[config.mk]
export PLATFORM = sky130hd
export DESIGN_NAME = game_controller_nxn_flat
export DESIGN_NICKNAME = d
export VERILOG_FILES = /design/src/rtl/game_controller_nxn_if.sv /design/src/rtl/game_controller_nxn.sv /design/src/flat_wrapper.sv
export SDC_FILE = /design/constraint.sdc
export NUM_CORES = 1
export LEC_CHECK = 0
export BUFFER_PORTS_ARGS = -buffer_cell sky130_fd_sc_hd__buf_2
export CELL_PAD_IN_SITES_DETAIL_PLACEMENT = 0
export CELL_PAD_IN_SITES_GLOBAL_PLACEMENT = 2
export CORE_MARGIN = 1.5
export CORE_UTILIZATION = 37
export CTS_CLUSTER_DIAMETER = 30
export DETAILED_ROUTE_END_ITERATION = 16
export MAX_ROUTING_LAYER = met4
export PLACE_DENSITY_LB_ADDON = 0.1
export RECOVER_POWER = 100
export SYNTH_ARGS = -nofsm -noshare
export SYNTH_HDL_FRONTEND = slang
export SYNTH_SLANG_ARGS = --single-unit
[constraint.sdc]
create_clock -name ph1 -period 5.25 [get_ports ph1]
set_input_delay 0.2625 -clock ph1 [delete_from_list [all_inputs] [get_ports ph1]]
set_output_delay 0.2625 -clock ph1 [all_outputs]
set_load 0.005 [all_outputs]
[src/rtl/game_controller_nxn_if.sv]
// Move/board bus between a player front-end (master) and game_controller_nxn (slave).
// timeoutPulse exists only when MOVE_TIMEOUT_EN is defined.
interface game_controller_nxn_if #(
    parameter int unsigned BOARD_N = 3,
    parameter int unsigned ADDR_W  = $clog2(BOARD_N * BOARD_N)
);
    logic                           isPlayer1Start;
    logic                           newGame;
    logic                           playerWrite;
    logic [ADDR_W-1:0]              playerInput;
    logic [2*BOARD_N*BOARD_N-1:0]   gBoard;
    logic                           gameIsDone;
    logic [1:0]                     winner;
    logic                           currentPlayer;
    logic                           moveAccepted;
    logic                           moveRejected;
    logic [ADDR_W:0]                moveCount;
`ifdef MOVE_TIMEOUT_EN
    logic                           timeoutPulse;
`endif

    modport master (
        output isPlayer1Start, newGame, playerWrite, playerInput,
        input  gBoard, gameIsDone, winner, currentPlayer, moveAccepted, moveRejected, moveCount
`ifdef MOVE_TIMEOUT_EN
        , input timeoutPulse
`endif
    );

    modport slave (
        input  isPlayer1Start, newGame, playerWrite, playerInput,
        output gBoard, gameIsDone, winner, currentPlayer, moveAccepted, moveRejected, moveCount
`ifdef MOVE_TIMEOUT_EN
        , output timeoutPulse
`endif
    );
endinterface

[src/rtl/game_controller_nxn.sv]
// N x N tic-tac-toe controller: owns the board, validates moves, detects wins/draws.
// Optional MOVE_TIMEOUT_EN passes the turn after TIMEOUT_CYCLES idle cycles.
module game_controller_nxn #(
    parameter int unsigned BOARD_N        = 3,
    parameter int unsigned ADDR_W         = $clog2(BOARD_N * BOARD_N),
    parameter int unsigned TIMEOUT_CYCLES = 1000
) (
    input  logic                  ph1,
    input  logic                  reset,
    game_controller_nxn_if.slave  bus
);
    localparam int unsigned CELLS = BOARD_N * BOARD_N;
    localparam int unsigned BW    = 2 * CELLS;
    localparam int unsigned CW    = ADDR_W + 1;
    localparam logic [1:0]  EMPTY  = 2'b00;
    localparam logic [1:0]  MARK_X = 2'b10;
    localparam logic [1:0]  MARK_O = 2'b11;

    if (BOARD_N < 3 || BOARD_N > 8 || TIMEOUT_CYCLES == 0) begin : g_bad_param
        $error("game_controller_nxn: BOARD_N must be 3..8 and TIMEOUT_CYCLES nonzero");
    end

    typedef enum logic [1:0] {S_CLEAR, S_PLAYER1, S_PLAYER2, S_END} state_t;

    state_t            r_state, w_next_state;
    logic [ADDR_W-1:0] r_clr_cnt;
    logic [BW-1:0]     r_board;
    logic              r_check;
    logic              r_done, r_cur, r_acc, r_rej;
    logic [1:0]        r_winner;
    logic [CW-1:0]     r_move_cnt;

    logic              w_in_turn, w_in_range, w_legal, w_accept, w_reject;
    logic              w_clear_last, w_win, w_draw, w_game_over, w_timeout;
    logic [ADDR_W-1:0] w_idx;
    logic [1:0]        w_target, w_mark, w_win_code;
    logic [2:0]        w_line;
    logic              w_done_nxt, w_cur_nxt;
    logic [1:0]        w_winner_nxt;
    logic [CW-1:0]     w_cnt_nxt;

    // {all-equal-and-occupied, cell code} for the line starting at 'start' with stride 'step'
    function automatic logic [2:0] f_line(input logic [BW-1:0] b,
                                          input int unsigned start,
                                          input int unsigned step);
        logic [1:0] first;
        logic       same;
        first = b[2*start +: 2];
        same  = (first != EMPTY);
        for (int unsigned k = 1; k < BOARD_N; k++) begin
            if (b[2*(start + k*step) +: 2] != first) same = 1'b0;
        end
        return {same, first};
    endfunction

    always_comb begin
        w_win      = 1'b0;
        w_win_code = EMPTY;
        w_line     = 3'b000;
        for (int unsigned i = 0; i < BOARD_N; i++) begin
            w_line = f_line(r_board, i * BOARD_N, 1);
            if (w_line[2]) begin w_win = 1'b1; w_win_code = w_line[1:0]; end
            w_line = f_line(r_board, i, BOARD_N);
            if (w_line[2]) begin w_win = 1'b1; w_win_code = w_line[1:0]; end
        end
        w_line = f_line(r_board, 0, BOARD_N + 1);
        if (w_line[2]) begin w_win = 1'b1; w_win_code = w_line[1:0]; end
        w_line = f_line(r_board, BOARD_N - 1, BOARD_N - 1);
        if (w_line[2]) begin w_win = 1'b1; w_win_code = w_line[1:0]; end
    end

    assign w_in_turn    = (r_state == S_PLAYER1) || (r_state == S_PLAYER2);
    assign w_in_range   = (32'(bus.playerInput) < CELLS);
    assign w_idx        = w_in_range ? bus.playerInput : '0;
    assign w_target     = r_board[2*int'(w_idx) +: 2];
    assign w_legal      = w_in_range && (w_target == EMPTY);
    assign w_mark       = (r_state == S_PLAYER1) ? MARK_X : MARK_O;
    assign w_clear_last = (32'(r_clr_cnt) == CELLS - 1);
    assign w_draw       = (r_move_cnt == CW'(CELLS));
    // r_check marks the cycle in which the just-placed piece is visible on the board
    assign w_game_over  = w_in_turn && r_check && (w_win || w_draw);
    assign w_accept     = w_in_turn && bus.playerWrite && !bus.newGame && !w_game_over && w_legal;
    assign w_reject     = w_in_turn && bus.playerWrite && !bus.newGame && !w_game_over && !w_legal;

`ifdef MOVE_TIMEOUT_EN
    localparam int unsigned TW = $clog2(TIMEOUT_CYCLES + 1);
    logic [TW-1:0] r_turn_cnt;
    logic          r_timeout;

    assign w_timeout = w_in_turn && !bus.newGame && !w_game_over && !w_accept
                       && (r_turn_cnt == TW'(TIMEOUT_CYCLES - 1));

    always_ff @(posedge ph1 or posedge reset) begin
        if (reset) begin
            r_turn_cnt <= '0;
            r_timeout  <= 1'b0;
        end else begin
            r_timeout <= w_timeout;
            if (!w_in_turn || w_accept || (w_next_state != r_state)) r_turn_cnt <= '0;
            else                                                     r_turn_cnt <= r_turn_cnt + TW'(1);
        end
    end

    assign bus.timeoutPulse = r_timeout;
`else
    assign w_timeout = 1'b0;
`endif

    always_ff @(posedge ph1 or posedge reset) begin
        if (reset) r_state <= S_CLEAR;
        else       r_state <= w_next_state;
    end

    always_comb begin
        w_next_state = r_state;
        if (bus.newGame) begin
            w_next_state = S_CLEAR;
        end else begin
            case (r_state)
                S_CLEAR: if (w_clear_last) w_next_state = bus.isPlayer1Start ? S_PLAYER1 : S_PLAYER2;
                S_PLAYER1, S_PLAYER2: begin
                    if (w_game_over)                  w_next_state = S_END;
                    else if (w_accept || w_timeout)   w_next_state = (r_state == S_PLAYER1) ? S_PLAYER2 : S_PLAYER1;
                end
                default: w_next_state = r_state;
            endcase
        end
    end

    always_comb begin
        w_done_nxt   = r_done;
        w_winner_nxt = r_winner;
        w_cnt_nxt    = r_move_cnt;
        w_cur_nxt    = r_cur;
        if (bus.newGame) begin
            w_done_nxt   = 1'b0;
            w_winner_nxt = EMPTY;
            w_cnt_nxt    = '0;
        end else begin
            if (w_game_over) begin
                w_done_nxt   = 1'b1;
                w_winner_nxt = w_win ? w_win_code : EMPTY;
            end
            if (w_accept) w_cnt_nxt = r_move_cnt + CW'(1);
        end
        if (w_next_state == S_PLAYER1)      w_cur_nxt = 1'b0;
        else if (w_next_state == S_PLAYER2) w_cur_nxt = 1'b1;
    end

    // Board storage, sweep-clear counter and registered outputs
    always_ff @(posedge ph1 or posedge reset) begin
        if (reset) begin
            r_board    <= '0;
            r_clr_cnt  <= '0;
            r_check    <= 1'b0;
            r_done     <= 1'b0;
            r_winner   <= EMPTY;
            r_cur      <= 1'b0;
            r_acc      <= 1'b0;
            r_rej      <= 1'b0;
            r_move_cnt <= '0;
        end else begin
            r_check    <= w_accept;
            r_acc      <= w_accept;
            r_rej      <= w_reject;
            r_done     <= w_done_nxt;
            r_winner   <= w_winner_nxt;
            r_cur      <= w_cur_nxt;
            r_move_cnt <= w_cnt_nxt;
            if (bus.newGame || r_state != S_CLEAR || w_clear_last) r_clr_cnt <= '0;
            else                                                   r_clr_cnt <= r_clr_cnt + ADDR_W'(1);
            if (r_state == S_CLEAR && !bus.newGame) r_board[2*int'(r_clr_cnt) +: 2] <= EMPTY;
            else if (w_accept)                      r_board[2*int'(w_idx) +: 2]     <= w_mark;
        end
    end

    assign bus.gBoard        = r_board;
    assign bus.gameIsDone    = r_done;
    assign bus.winner        = r_winner;
    assign bus.currentPlayer = r_cur;
    assign bus.moveAccepted  = r_acc;
    assign bus.moveRejected  = r_rej;
    assign bus.moveCount     = r_move_cnt;
endmodule

[src/flat_wrapper.sv]
// flat-port wrapper written by rule: the top's interface ports become plain ports
module game_controller_nxn_flat 
#(
    parameter int unsigned BOARD_N        = 3,
    parameter int unsigned ADDR_W         = $clog2(BOARD_N * BOARD_N),
    parameter int unsigned TIMEOUT_CYCLES = 1000
)
  (ph1, reset, bus_isPlayer1Start, bus_newGame, bus_playerWrite, bus_playerInput, bus_gBoard, bus_gameIsDone, bus_winner, bus_currentPlayer, bus_moveAccepted, bus_moveRejected, bus_moveCount);
  game_controller_nxn_if #(.BOARD_N(BOARD_N), .ADDR_W(ADDR_W)) bus_i ();
  input  logic ph1;
  input  logic reset;
  input wire logic [$bits(bus_i.isPlayer1Start)-1:0] bus_isPlayer1Start;
  input wire logic [$bits(bus_i.newGame)-1:0] bus_newGame;
  input wire logic [$bits(bus_i.playerWrite)-1:0] bus_playerWrite;
  input wire logic [$bits(bus_i.playerInput)-1:0] bus_playerInput;
  output wire logic [$bits(bus_i.gBoard)-1:0] bus_gBoard;
  output wire logic [$bits(bus_i.gameIsDone)-1:0] bus_gameIsDone;
  output wire logic [$bits(bus_i.winner)-1:0] bus_winner;
  output wire logic [$bits(bus_i.currentPlayer)-1:0] bus_currentPlayer;
  output wire logic [$bits(bus_i.moveAccepted)-1:0] bus_moveAccepted;
  output wire logic [$bits(bus_i.moveRejected)-1:0] bus_moveRejected;
  output wire logic [$bits(bus_i.moveCount)-1:0] bus_moveCount;
  assign bus_i.isPlayer1Start = bus_isPlayer1Start;
  assign bus_i.newGame = bus_newGame;
  assign bus_i.playerWrite = bus_playerWrite;
  assign bus_i.playerInput = bus_playerInput;
  assign bus_gBoard = bus_i.gBoard;
  assign bus_gameIsDone = bus_i.gameIsDone;
  assign bus_winner = bus_i.winner;
  assign bus_currentPlayer = bus_i.currentPlayer;
  assign bus_moveAccepted = bus_i.moveAccepted;
  assign bus_moveRejected = bus_i.moveRejected;
  assign bus_moveCount = bus_i.moveCount;
  game_controller_nxn #(.BOARD_N(BOARD_N), .ADDR_W(ADDR_W), .TIMEOUT_CYCLES(TIMEOUT_CYCLES)) u_core (.ph1(ph1), .reset(reset), .bus(bus_i));
endmodule
==> out/summary.json <==
{
  "register_area_um2": 875.8,
  "yosys_register_bits": 35,
  "clk_root_buffer_cell": "clkbuf_8",
  "number_of_unique_standard_cell_types_used_by_synthesis": 61,
  "syn_area_per_cell_um2": 8.504,
  "timing.critical_path.to_type": "flop",
  "maxSlewHeadroom": -0.2962,
  "cts_made_buffers": 5,
  "worst_setup_path_start_kind": "flop",
  "yosysMostFrequentCell": "dfrtp_1",
  "post_drt_wl_per_cell_um": 16.74,
  "critPathKind": "flop to flop",
  "max_slew.worst_pin.slew_ns": 1.944,
  "critPathTopFamily": "compound AO/OA/AOI/OAI gates",
  "grt_start_max_net_pins": 36,
  "layout_min_cycle_time_ns": 3.528,
  "synth-async-reset-ratio": 1.000,
  "synth_flop_cell": "dfrtp_1",
  "cts_num_sinks": 35,
  "cts.repair.resized": 0,
  "dr.pass1.iters": 4,
  "post-place-cells": 432,
  "grt_setup_unrepaired": "no",
  "worst-path-stages": 11,
  "worst_path_most_repeated_cell": "a41o_1",
  "drt-total-wl_um": 7366,
  "yosys.area.top_type_share": 0.3322,
  "placeableCoreArea_um2": 6832,
  "grt_use_total": 0.2136,
  "outcome": "complete, but fails checks",
  "synth-warning-count": 0,
  "detailed_place.area_um2": 2864,
  "totalNegativeSetupSlack_ns": 0,
  "static-leakage-power_nw": 1.333,
  "report.final.hold_viol_count": 0,
  "synthTopCellsByCount": "dfrtp_1, nand2_1, nor2_1",
  "gp_congestion": 0.7906,
  "cts.path.max_buffers": 2,
  "die_height_um": 87.41,
  "final_cell_area_um2": 2903,
  "synth_enable_flop_cells": 0,
  "syn-num-nets": 332,
  "stdcell_count": 440,
  "dr_total_vias": 2409,
  "rr_worst_depth": 11,
  "num_antenna_cells": 0,
  "syn2layout_area_growth_pct": 10.11,
  "grt_first_pass_wirelength_um": 12160,
  "die_x_um": 87.41,
  "hpwl_um": 5417,
  "buffer_ports.inserted": 37,
  "multi_input_gate_area_in_the_final_layout_um2": 1583,
  "timing.final.crit_share": 0.6720,
  "critPathMaxFanout": 16,
  "timing.critical_path.buf_inv": 1,
  "post_cts.repair.setup_buffers": 0,
  "power_density_nw_per_um2": 199.3,
  "post_route_cells_drive_above_1_share": 0.1308,
  "grt_remaining_overflow": 0,
  "postLayoutCoreUtil": 0.4249,
  "post_drt_via_cell_ratio": 5.475,
  "num_rows": 30,
  "netlist.top_cell.by_area": "dfrtp_1",
  "cts.clk_slew.worst_paths_ns": 0.07,
  "num_io_pins": 38,
  "tritoncts": "done",
  "crit_chain": "nor2b_1 > and4b_1 > a41o_1 > nor3_1 > a41o_1 > nand2_1 > clkinvlp_2 > a21oi_1 > o22ai_1 > ha_1 > mux2i_1",
  "worst-endpoint-arrival_ns": 3.75,
  "num-fill-cells": 770,
  "yosysSeqAreaShare": 0.3322,
  "grt_pass1_vias": 2318,
  "drt_drc_violations_left": 0,
  "max_clock_freq_mhz": 283.4,
  "critical-path-slowest-cell": "dfrtp_1",
  "grt_antenna_before_repair": 0,
  "htree_num_levels": 2,
  "syn_inst": 310,
  "maxCapViolations": 1,
  "dp_worst_setup_slack_ns": 2.314,
  "clkLatencyLatePin_ns": 0.29,
  "failed_checks": "max-capacitance violations, max-slew violations",
  "skew_ns": 0.002657,
  "design.die.area_um2": 7641,
  "worstHoldPathCells": 2,
  "first_iter_violations": 177,
  "final_max_slew_viol_count": 36,
  "cts-hold-fix-buffers": 0,
  "nNetsFinal": 365,
  "timing.final.setup_violations": 0,
  "timing.final.ws_setup_ns": 1.722,
  "yosys-top-cells-area": "dfrtp_1, ha_1, nand2_1",
  "initial_standard_cell_utilization_of_the_core": 0.3859,
  "ir_drop_uv": 145.0,
  "post_synth_instance_area_um2": 2636,
  "drt.antenna.violating_nets": 0,
  "worstPathRequired_ns": 5.47,
  "holdCritPathClass": "input pin to flop",
  "critPathMaxStageDelay_ns": 0.62
}
## area by class of cell
cell class,instances,share of cell area
multi-input cells,246,0.5453
flip-flops and latches,35,0.3017
repair buffers,38,0.06034
well taps,96,0.04138
clock buffers,7,0.02629
inverters,17,0.02328
clock inverters,1,0.001724
## placed cells by master, fill, tap and decap left out, types with 2 or more instances in the layout
cell type and count:
nor2b_1 7, a31oi_1 3, a211oi_1 2, a41o_1 2
and3_1 13, o21ai_0 14, nand2_1 34, a22o_1 4
a32o_1 2, nor3b_1 3, nand4_1 3, a21oi_1 14
a21o_1 4, inv_1 15, or3_1 2, nand3b_1 3
xnor2_1 3, nor3_1 19, or2_2 2, nor2_1 30
dfrtp_1 35, a31o_2 2, nand2b_1 10, nand3_1 10
mux2i_1 5, buf_2 26, o2111ai_1 4, o22ai_1 7
clkbuf_1 13, ha_1 13, o2bb2ai_1 3, mux4_2 2
clkbuf_8 5, o31ai_1 4, o32ai_1 2
## worst paths after layout
| check | from | to | slack, ns |
|---|---|---|---|
| min in group asynchronous | reset | u_core.bus.moveRejected | 0.66 |
| max reg2reg | u_core.bus.gBoard[9] | u_core.bus.currentPlayer | 1.72 |
| min reg2reg | u_core.bus.gameIsDone | u_core.bus.gameIsDone | 0.52 |
| max | u_core.bus.gBoard[9] | u_core.bus.currentPlayer | 1.72 |
| min | bus_newGame | u_core.bus.moveCount[1] | 0.32 |
| max in group asynchronous | reset | u_core.bus.gBoard[6] | 3.48 |
## worst register-to-register path: stages (launching register included)
cell and delay, ns:
dfrtp_1 0.62, nor2b_1 0.33, and4b_1 0.26, a41o_1 0.17, nor3_1 0.08, a41o_1 0.35
nand2_1 0.21, clkinvlp_2 0.53, a21oi_1 0.31, o22ai_1 0.13, ha_1 0.31, mux2i_1 0.17
## stage by stage
stage / power (mW) / hold WS, ns
after global routing: 0.6100 / 0.3285
after CTS: 0.5836 / 0.07373
after global placement: 0.3908 / 0.3843
after detailed placement: 0.3904 / 0.3916
after floorplan: 0.3625 / 0.4168
final: 0.5787 / 0.3188
## cell families (layout without fill, tap and decap cells)
| kind of cell | count (synthesis) | count (layout) | share of synthesized area |
|---|---|---|---|
| fa+ha+maj | 13 | 13 | 0.06170 |
| compound gates | 76 | 76 | 0.2012 |
| xor+xnor | 4 | 4 | 0.01329 |
| simple gates | 145 | 145 | 0.2914 |
| buf+inv | 29 | 63 | 0.05837 |
| mux | 8 | 8 | 0.04176 |
| flops | 35 | 35 | 0.3322 |
## registers in the layout, indices dropped and copies added (netlist names)
signal                    cells
u_core.bus.currentPlayer      1
u_core.bus.gBoard            18
u_core.bus.gameIsDone         1
u_core.bus.moveCount          5
u_core.bus.moveRejected       1
u_core.bus.winner             2
u_core.r_check                1
u_core.r_clr_cnt              4
u_core.r_state                2
## power breakdown
| group | total (mW) | internal, mW | switching, mW | leakage, nW |
|---|---|---|---|---|
| Clock | 0.195 | 0.0932 | 0.102 | 0.0422 |
| Combinational | 0.0872 | 0.0347 | 0.0525 | 0.815 |
| Sequential | 0.296 | 0.277 | 0.0190 | 0.476 |
| Total | 0.579 | 0.405 | 0.173 | 1.33 |
## metal layers
| metal | global-route usage | vias up | share of wire |
|---|---|---|---|
| met5 | - | - | 0 |
| met4 | 0.05051 | 0 | 0.0075 |
| met3 | 0.03602 | 5 | 0.035 |
| met2 | 0.3280 | 48 | 0.46 |
| met1 | 0.2942 | 1160 | 0.50 |
| li1 | - | 1196 | - |
Note: power is estimated with default switching activity, not from simulation.
